<file path="config.mk">
export PLATFORM = sky130hd
export DESIGN_NAME = bus_arbiter_flat
export DESIGN_NICKNAME = d
export VERILOG_FILES = /design/src/rtl/bus_arbiter_if.sv /design/src/rtl/bus_arbiter.sv /design/src/flat_wrapper.sv
export SDC_FILE = /design/constraint.sdc
export NUM_CORES = 1
export LEC_CHECK = 0
export CAP_MARGIN = 20
export CELL_PAD_IN_SITES_DETAIL_PLACEMENT = 1
export CELL_PAD_IN_SITES_GLOBAL_PLACEMENT = 2
export CORE_MARGIN = 3
export CORE_UTILIZATION = 41
export CTS_BUF_LIST = sky130_fd_sc_hd__clkbuf_8
export CTS_CLUSTER_SIZE = 14
export DETAILED_ROUTE_END_ITERATION = 16
export PLACE_DENSITY = 0.89
export SYNTH_ARGS = -nofsm -noshare
export SYNTH_HDL_FRONTEND = slang
export SYNTH_SLANG_ARGS = --single-unit
</file>
<file path="constraint.sdc">
create_clock -name clk -period 14.15 [get_ports clk]
set_input_delay 2.83 -clock clk [delete_from_list [all_inputs] [get_ports clk]]
set_output_delay 2.83 -clock clk [all_outputs]
set_load 0.02 [all_outputs]
</file>
<file path="src/rtl/bus_arbiter_if.sv">
// Bus-request/grant bundle between the control unit (requesters) and the bus arbiter.
// The master side is the arbiter that owns the grant outputs.
interface bus_arbiter_if #(
    parameter int NUM_SRC = 24,
    parameter int SEL_W   = 5
);
    logic [NUM_SRC-1:0] req;
    logic [NUM_SRC-1:0] grant;
    logic [SEL_W-1:0]   select;
    logic               bus_busy;
    logic               turnaround;
    logic               preempted;

    modport master (
        input  req,
        output grant,
        output select,
        output bus_busy,
        output turnaround,
        output preempted
    );

    modport slave (
        output req,
        input  grant,
        input  select,
        input  bus_busy,
        input  turnaround,
        input  preempted
    );
endinterface

</file>
<file path="src/rtl/bus_arbiter.sv">
// Round-robin owner arbitration for the shared 32-bit datapath bus: one-hot grant,
// bounded hold time with preemption and a dead turnaround cycle between owners.
module bus_arbiter #(
    parameter int NUM_SRC  = 24,
    parameter int SEL_W    = 5,
    parameter int MAX_HOLD = 8
) (
    input  logic          clk,
    input  logic          clr_n,
    bus_arbiter_if.master bus
);
    localparam int HOLD_W = (MAX_HOLD > 2) ? $clog2(MAX_HOLD) : 1;
    localparam logic [HOLD_W-1:0] HOLD_LAST = HOLD_W'(MAX_HOLD - 1);
    localparam logic [SEL_W:0]    SRC_COUNT = (SEL_W+1)'(NUM_SRC);

    typedef enum logic [1:0] {IDLE, OWN, TURN} state_t;

    state_t              stateReg;
    logic [SEL_W-1:0]    rrPtrReg;
    logic [HOLD_W-1:0]   holdCntReg;
    logic [NUM_SRC-1:0]  grantReg;
    logic [SEL_W-1:0]    selectReg;
    logic                busyReg;
    logic                turnReg;
    logic                preemptReg;

    // Requests rotated so that position 0 is the current round-robin head.
    logic [NUM_SRC-1:0]  rotReq;
    logic [SEL_W-1:0]    rotIdx [NUM_SRC];

    for (genvar gi = 0; gi < NUM_SRC; gi++) begin : g_rot
        logic [SEL_W:0]   sum;
        logic [SEL_W-1:0] idx;
        always_comb begin
            sum = {1'b0, rrPtrReg} + (SEL_W+1)'(gi);
            idx = (sum >= SRC_COUNT) ? SEL_W'(sum - SRC_COUNT) : sum[SEL_W-1:0];
        end
        assign rotIdx[gi] = idx;
        assign rotReq[gi] = bus.req[idx];
    end

    logic             found;
    logic [SEL_W-1:0] winner;

    // Scan from the far end so the lowest rotated position wins last.
    always_comb begin
        found  = 1'b0;
        winner = '0;
        for (int i = NUM_SRC - 1; i >= 0; i--) begin
            if (rotReq[i]) begin
                found  = 1'b1;
                winner = rotIdx[i];
            end
        end
    end

    logic ownerReq;
    logic othersPending;

    assign ownerReq      = bus.req[selectReg];
    assign othersPending = |(bus.req & ~grantReg);

    always_ff @(posedge clk or negedge clr_n) begin
        if (!clr_n) begin
            stateReg   <= IDLE;
            rrPtrReg   <= '0;
            holdCntReg <= '0;
            grantReg   <= '0;
            selectReg  <= '0;
            busyReg    <= 1'b0;
            turnReg    <= 1'b0;
            preemptReg <= 1'b0;
        end else begin
            turnReg    <= 1'b0;
            preemptReg <= 1'b0;
            case (stateReg)
                IDLE, TURN: begin
                    holdCntReg <= '0;
                    if (found) begin
                        stateReg  <= OWN;
                        grantReg  <= NUM_SRC'(1) << winner;
                        selectReg <= winner;
                        busyReg   <= 1'b1;
                    end else begin
                        stateReg  <= IDLE;
                        grantReg  <= '0;
                        selectReg <= '0;
                        busyReg   <= 1'b0;
                    end
                end
                OWN: begin
                    // A release in the same cycle as a hold expiry counts as release.
                    if (!ownerReq || (holdCntReg == HOLD_LAST && othersPending)) begin
                        stateReg   <= TURN;
                        grantReg   <= '0;
                        selectReg  <= '0;
                        busyReg    <= 1'b0;
                        turnReg    <= 1'b1;
                        preemptReg <= ownerReq;
                        holdCntReg <= '0;
                        rrPtrReg   <= (selectReg == SEL_W'(NUM_SRC - 1)) ? '0
                                                                         : selectReg + 1'b1;
                    end else if (holdCntReg != HOLD_LAST) begin
                        holdCntReg <= holdCntReg + 1'b1;
                    end
                end
                default: begin
                    stateReg  <= IDLE;
                    grantReg  <= '0;
                    selectReg <= '0;
                    busyReg   <= 1'b0;
                end
            endcase
        end
    end

    assign bus.grant      = grantReg;
    assign bus.select     = selectReg;
    assign bus.bus_busy   = busyReg;
    assign bus.turnaround = turnReg;
    assign bus.preempted  = preemptReg;
endmodule

</file>
<file path="src/flat_wrapper.sv">
// flat-port wrapper written by rule: the top's interface ports become plain ports
module bus_arbiter_flat 
#(
    parameter int NUM_SRC  = 24,
    parameter int SEL_W    = 5,
    parameter int MAX_HOLD = 8
)
  (clk, clr_n, bus_req, bus_grant, bus_select, bus_bus_busy, bus_turnaround, bus_preempted);
  bus_arbiter_if #(.NUM_SRC(NUM_SRC), .SEL_W(SEL_W)) bus_i ();
  input  logic clk;
  input  logic clr_n;
  input wire logic [$bits(bus_i.req)-1:0] bus_req;
  output wire logic [$bits(bus_i.grant)-1:0] bus_grant;
  output wire logic [$bits(bus_i.select)-1:0] bus_select;
  output wire logic [$bits(bus_i.bus_busy)-1:0] bus_bus_busy;
  output wire logic [$bits(bus_i.turnaround)-1:0] bus_turnaround;
  output wire logic [$bits(bus_i.preempted)-1:0] bus_preempted;
  assign bus_i.req = bus_req;
  assign bus_grant = bus_i.grant;
  assign bus_select = bus_i.select;
  assign bus_bus_busy = bus_i.bus_busy;
  assign bus_turnaround = bus_i.turnaround;
  assign bus_preempted = bus_i.preempted;
  bus_arbiter #(.NUM_SRC(NUM_SRC), .SEL_W(SEL_W), .MAX_HOLD(MAX_HOLD)) u_core (.clk(clk), .clr_n(clr_n), .bus(bus_i));
endmodule
</file>
**Word level (Yosys, flattened, before mapping)**

Cells that the tools add are included.

- Flip-flop bits (word level): 42
- Bits in latches: 0
- Bits in writable memories: 0
- Bits in read-only memories: 0
- Output and inout port bits: 32
- Word-level logic and storage cells: 267
- Memories: 0

- Add/subtract/negate cells: 49
- $mul: 0
- Divide/modulo/power cells: 0
- Magnitude comparators: 49
- Equal/unequal tests: 7
- Shift-type cells: 1
- Mux-type cells: 142
- Bitwise logic cells: 2
- Reduce and logical (&&, ||, !) cells: 9

Operators with widths:

| kind | count |
|---|---|
| $mux 5 | 51 |
| $lt 5x6->1 const B | 25 |
| $ge 6x5->1 const B | 23 |
| $bmux 1 s5 | 25 |
| $sub 5x5->5 const B | 24 |
| $mux 1 | 56 |
| $add 5x4->6 const B | 8 |
| $add 5x5->6 const B | 8 |
| $mux 24 | 2 |
| $pmux 24 s2 | 1 |
| $add 5x3->6 const B | 4 |
| $and 24x24->24 | 1 |
| $not 24->24 | 1 |
| $reduce_or 24->1 | 1 |
| $shl 1x5->24 const A | 1 |
| $add 5x2->6 const B | 2 |
| $pmux 5 s2 | 1 |
| $add 5x1->6 const B | 1 |
| $mux 3 | 2 |
| $pmux 3 s2 | 1 |
| $add 5x1->5 const B | 1 |
| $eq 5x5->1 const B | 1 |
| $ge 5x5->1 const B | 1 |
| $pmux 2 s2 | 1 |
| 16 further kinds | 17 |

**Longest topological paths before layout**

- Word-level depth: 32
- Gate-level depth with buffers: 22

**Worst setup path before layout**

No wires, ideal clock.

- Path kind: in2reg
- From: in bus_req[7]
- To: reg u_core.grantReg[16] (netlist: u_core.bus.grant[16])
- Arrival time: 5615 ps
- Required time: 14058 ps
- Setup slack: 8443 ps
- Stages: 12
- Cell sequence: mux4_2 mux2i_4 nor3_1 or4_4 buf_6 nor3b_2 o2111ai_1 a2111oi_2 nor3_1 or3b_1 buf_6 o31ai_2

- Longest elaborated chain between the ends: 29

Ends and longest elaborated chain:

| element | line | source |
|---|---|---|
| from (decl) | flat_wrapper.sv:12 | `input wire logic [$bits(bus_i.req)-1:0] bus_req;` |
| $bmux 1 s5 | bus_arbiter.sv:39 | `assign rotReq[gi] = bus.req[idx];` |
| $mux 1 (implied by the code) | bus_arbiter.sv:39 |  |
| $mux 5 (24 in a row) | bus_arbiter.sv:50 | `if (rotReq[i]) begin` |
| $shl 1x5->24 | bus_arbiter.sv:81 | `grantReg <= NUM_SRC'(1) << winner;` |
| $mux 24 | bus_arbiter.sv:79 | `if (found) begin` |
| $pmux 24 s2 | bus_arbiter.sv:76 | `case (stateReg)` |
| to (signal assigned) | bus_arbiter.sv:81 |  |
| to (decl) | bus_arbiter.sv:21 | `logic [NUM_SRC-1:0] grantReg;` |

Several ways; a longest one is shown, not always the timed one. The select of a mux whose other input is x is not followed.
A chain may end at the register's enable or synchronous reset.

**Worst setup path in the final report**

- From: in bus_req[1]
- To: reg u_core.grantReg[22] (netlist: u_core.bus.grant[22])

The elaborated chain is that of the path after synthesis.

==> reports/results.ini <==
[outcome]
status = complete, no violations

[sta]
drv_slew = 0
holdWs_ps = 505.6
rsz0062_at_grt = no
clock_skew_ps = 13.76
max-slew-margin-rel_pct = 27.38
setup_slack_ps = 6878
fin_tns_setup_ps = 0
timing.final.crit_share_pct = 51.39
fmax_ghz = 0.1375
tightest_slew_ps = 1088
setup_viol = 0
min_period_ps = 7272
hold_violations = 0

[critical_path]
critPathLaunchType = input port
crit_chain = clkdlybuf4s50_1 > mux4_2 > mux2i_2 > a311o_1 > a21o_1 > nand3_1 > mux2i_1 > o21ai_1 > a2111oi_4 > a21o_1 > or3b_1 > o41ai_2
crit_type = in2reg
cp.required_ps = 14360
crit_path_max_incr_delay_ps = 600
path_buf_inv = 1
end_kind = flop
critPathTopFamily = multiplexers
cp_slowest_cell = mux4_2
worstPathArrival_ps = 7480
worst-path-max-fanout = 12
crit_top_cell = a21o_1

[placed_design]
post-place-ws_ps = 6674
io_buffers = 57
dp_hpwl_um = 26980
gp_congestion = 1.052
dp.cells = 1269

[synthesis]
synth_edf_count = 0
synth-seq-area-share_pct = 12.44
synth_seq_cells = 41
synth_nets = 1063
syn_area_um2 = 8244
synth.distinct_cells = 114
syn_area_per_cell_um2 = 8.154
ys.flop_type = dfrtp_1
async_flop_share_pct = 100.0
syn-instance-count = 1011
yosysWarnings = 0

[finish]
area_growth_pct = 8.605
multiInputGateArea_um2 = 6608
fill_cells = 2383
seqCellArea_um2 = 1030
drive_gt1_share_pct = 14.53
fin_nets = 1063
n_antenna_cell = 0
final_cells = 1277

[drt]
finalWirelength_um = 35140
drt-initial-drc-count = 937
drc = 0
wire_per_inst_um = 27.51
antenna_left = 0
vias = 8949
drt-vias-per-instance = 7.008
first_pass_iters = 5

[clock_network]
worst_setup_hold_path_clk_slew_ps = 90
cts_buffers = 5
clock-sinks = 41
cts_setup_buffers = 0
clkLatencyLatePin_ps = 310
tritoncts = built
htree_levels = 2
ctsLongestPathBuffers = 2
cts_resized = 0
clock-root-buffer = clkbuf_8
hold_buffers = 0

[die]
die-area_um2 = 21840
start_util_pct = 42.08
core-area_um2 = 19590
rows = 51
dieHeight_um = 147.8
die_w_um = 147.8
io_pins = 58

[global_route]
antenna_found_initial = 0
grt_max_degree = 56
first_global_vias = 8741
track_usage_pct = 31.63
gr-total-overflow = 0
grt_pass1_wl_um = 53920

[min_path]
min_path_type = reg2reg

[job]
max_cap_viol_count = 0

## cells in the mapped netlist, types with 6 or more instances
| cell type | instances | share of area [%] |
|---|---|---|
| nand4_1 | 8 | 0.61 |
| buf_2 | 33 | 2.0 |
| o31ai_1 | 15 | 1.4 |
| a211o_1 | 6 | 0.64 |
| and2_1 | 14 | 1.1 |
| nor2b_1 | 13 | 0.99 |
| clkbuf_1 | 24 | 1.1 |
| buf_6 | 9 | 1.2 |
| o2111ai_1 | 8 | 0.85 |
| a21oi_1 | 48 | 2.9 |
| mux2i_1 | 27 | 3.3 |
| nand2b_1 | 11 | 0.83 |
| or2_2 | 6 | 0.46 |
| a211oi_1 | 20 | 1.8 |
| nand2_1 | 91 | 4.1 |
| o21ai_0 | 50 | 3.0 |
| and3_1 | 11 | 0.83 |
| inv_1 | 45 | 2.0 |
| o211ai_1 | 19 | 1.7 |
| or3_1 | 17 | 1.3 |
| a21o_1 | 15 | 1.4 |
| buf_4 | 6 | 0.55 |
| mux4_2 | 31 | 8.5 |
| nand3_1 | 35 | 2.1 |
| nor2_1 | 57 | 2.6 |
| nand3b_1 | 6 | 0.55 |
| o211a_1 | 6 | 0.73 |
| xnor2_1 | 20 | 2.1 |
| o41ai_2 | 14 | 2.8 |
| o21a_1 | 15 | 1.4 |
| a21boi_0 | 8 | 0.73 |
| ha_1 | 26 | 3.9 |
| dfrtp_1 | 41 | 12 |
| nor3_1 | 38 | 2.3 |
| o22ai_1 | 13 | 0.99 |
| mux2_2 | 24 | 3.3 |
| a31oi_1 | 8 | 0.61 |
| nor4_1 | 13 | 0.99 |
## final cells by class
cell class / count / share of cell area (%)
clock inverter: 3 / 0.7686
timing repair buffer: 70 / 7.406
clock buffer: 5 / 0.7686
multi-input combinational: 844 / 73.80
tap: 265 / 3.703
inverter: 49 / 2.054
sequential: 41 / 11.50
## metrics by stage
stage / util, % / area [um^2]
after floorplan: - / 8244
after global placement: 44.96 / 8808
after detailed placement: 45.00 / 8816
after CTS: 45.70 / 8954
after global routing: 45.70 / 8954
final: 45.70 / 8954
## metal layers
layer	vias up	track usage, %	wire [um]
met5	-	0	0
met4	0	12.02	1347
met3	90	6.162	3123
met2	506	48.80	15650
met1	4419	43.89	15010
li1	3934	-	-
## registers in the layout, indices dropped and copies added, names as in the netlist
register,cells
u_core.bus.grant,24
u_core.bus.preempted,1
u_core.bus.select,5
u_core.bus.turnaround,1
u_core.holdCntReg,3
u_core.rrPtrReg,5
u_core.stateReg,2
## final timing paths
check	start	end	depth (start not counted)	slack (ps)
setup / recovery	bus_req[1]	u_core.bus.grant[22]	12	6880
hold / removal	u_core.holdCntReg[1]	u_core.holdCntReg[1]	2	510
setup reg to reg	u_core.rrPtrReg[2]	u_core.bus.select[0]	17	7930
hold reg to reg	u_core.holdCntReg[1]	u_core.holdCntReg[1]	2	510
max in group asynchronous	clr_n	u_core.rrPtrReg[3]	1	10850
min in group asynchronous	clr_n	u_core.bus.preempted	1	2650
## logic make-up (layout without fill, tap and decap cells)
family	after synthesis	in the layout	synth area share [%]
AND/OR/NAND/NOR	360	360	23.40
AO/OA/AOI/OAI	342	342	32.77
buffers and inverters	126	127	7.528
multiplexers	87	87	16.18
flip-flops	41	41	12.44
XOR/XNOR	29	29	3.734
adder cells (fa/ha/maj)	26	26	3.946
## cell usage in the layout, fill, tap and decap left out, drive strengths merged, types with 10 or more instances in the layout
cell,Yosys,final
nor2b,14,14
xnor2,21,21
mux2,24,24
o22ai,13,13
buf,53,14
ha,26,26
a211oi,22,22
a21oi,49,49
nand2b,11,11
and2,14,14
nor3,39,39
nand3,36,36
a21boi,10,10
o211ai,19,19
nor2,59,59
o41ai,15,15
a21o,16,16
mux2i,32,32
and3,11,11
nand2,92,92
inv,47,48
or3,17,17
mux4,31,31
o21a,15,15
o21ai,55,55
o31ai,18,18
dfrtp,41,41
clkdlybuf4s50,0,56
nor4,15,15
## tightest hold or removal path, stage by stage, from the launching register on
cell and delay [ps]:
dfrtp_1 360, nand2_1 50, o21ai_0 70
Power is not shown: default switching activity piles up to over one toggle a cycle in this logic, so the estimate is an artifact.
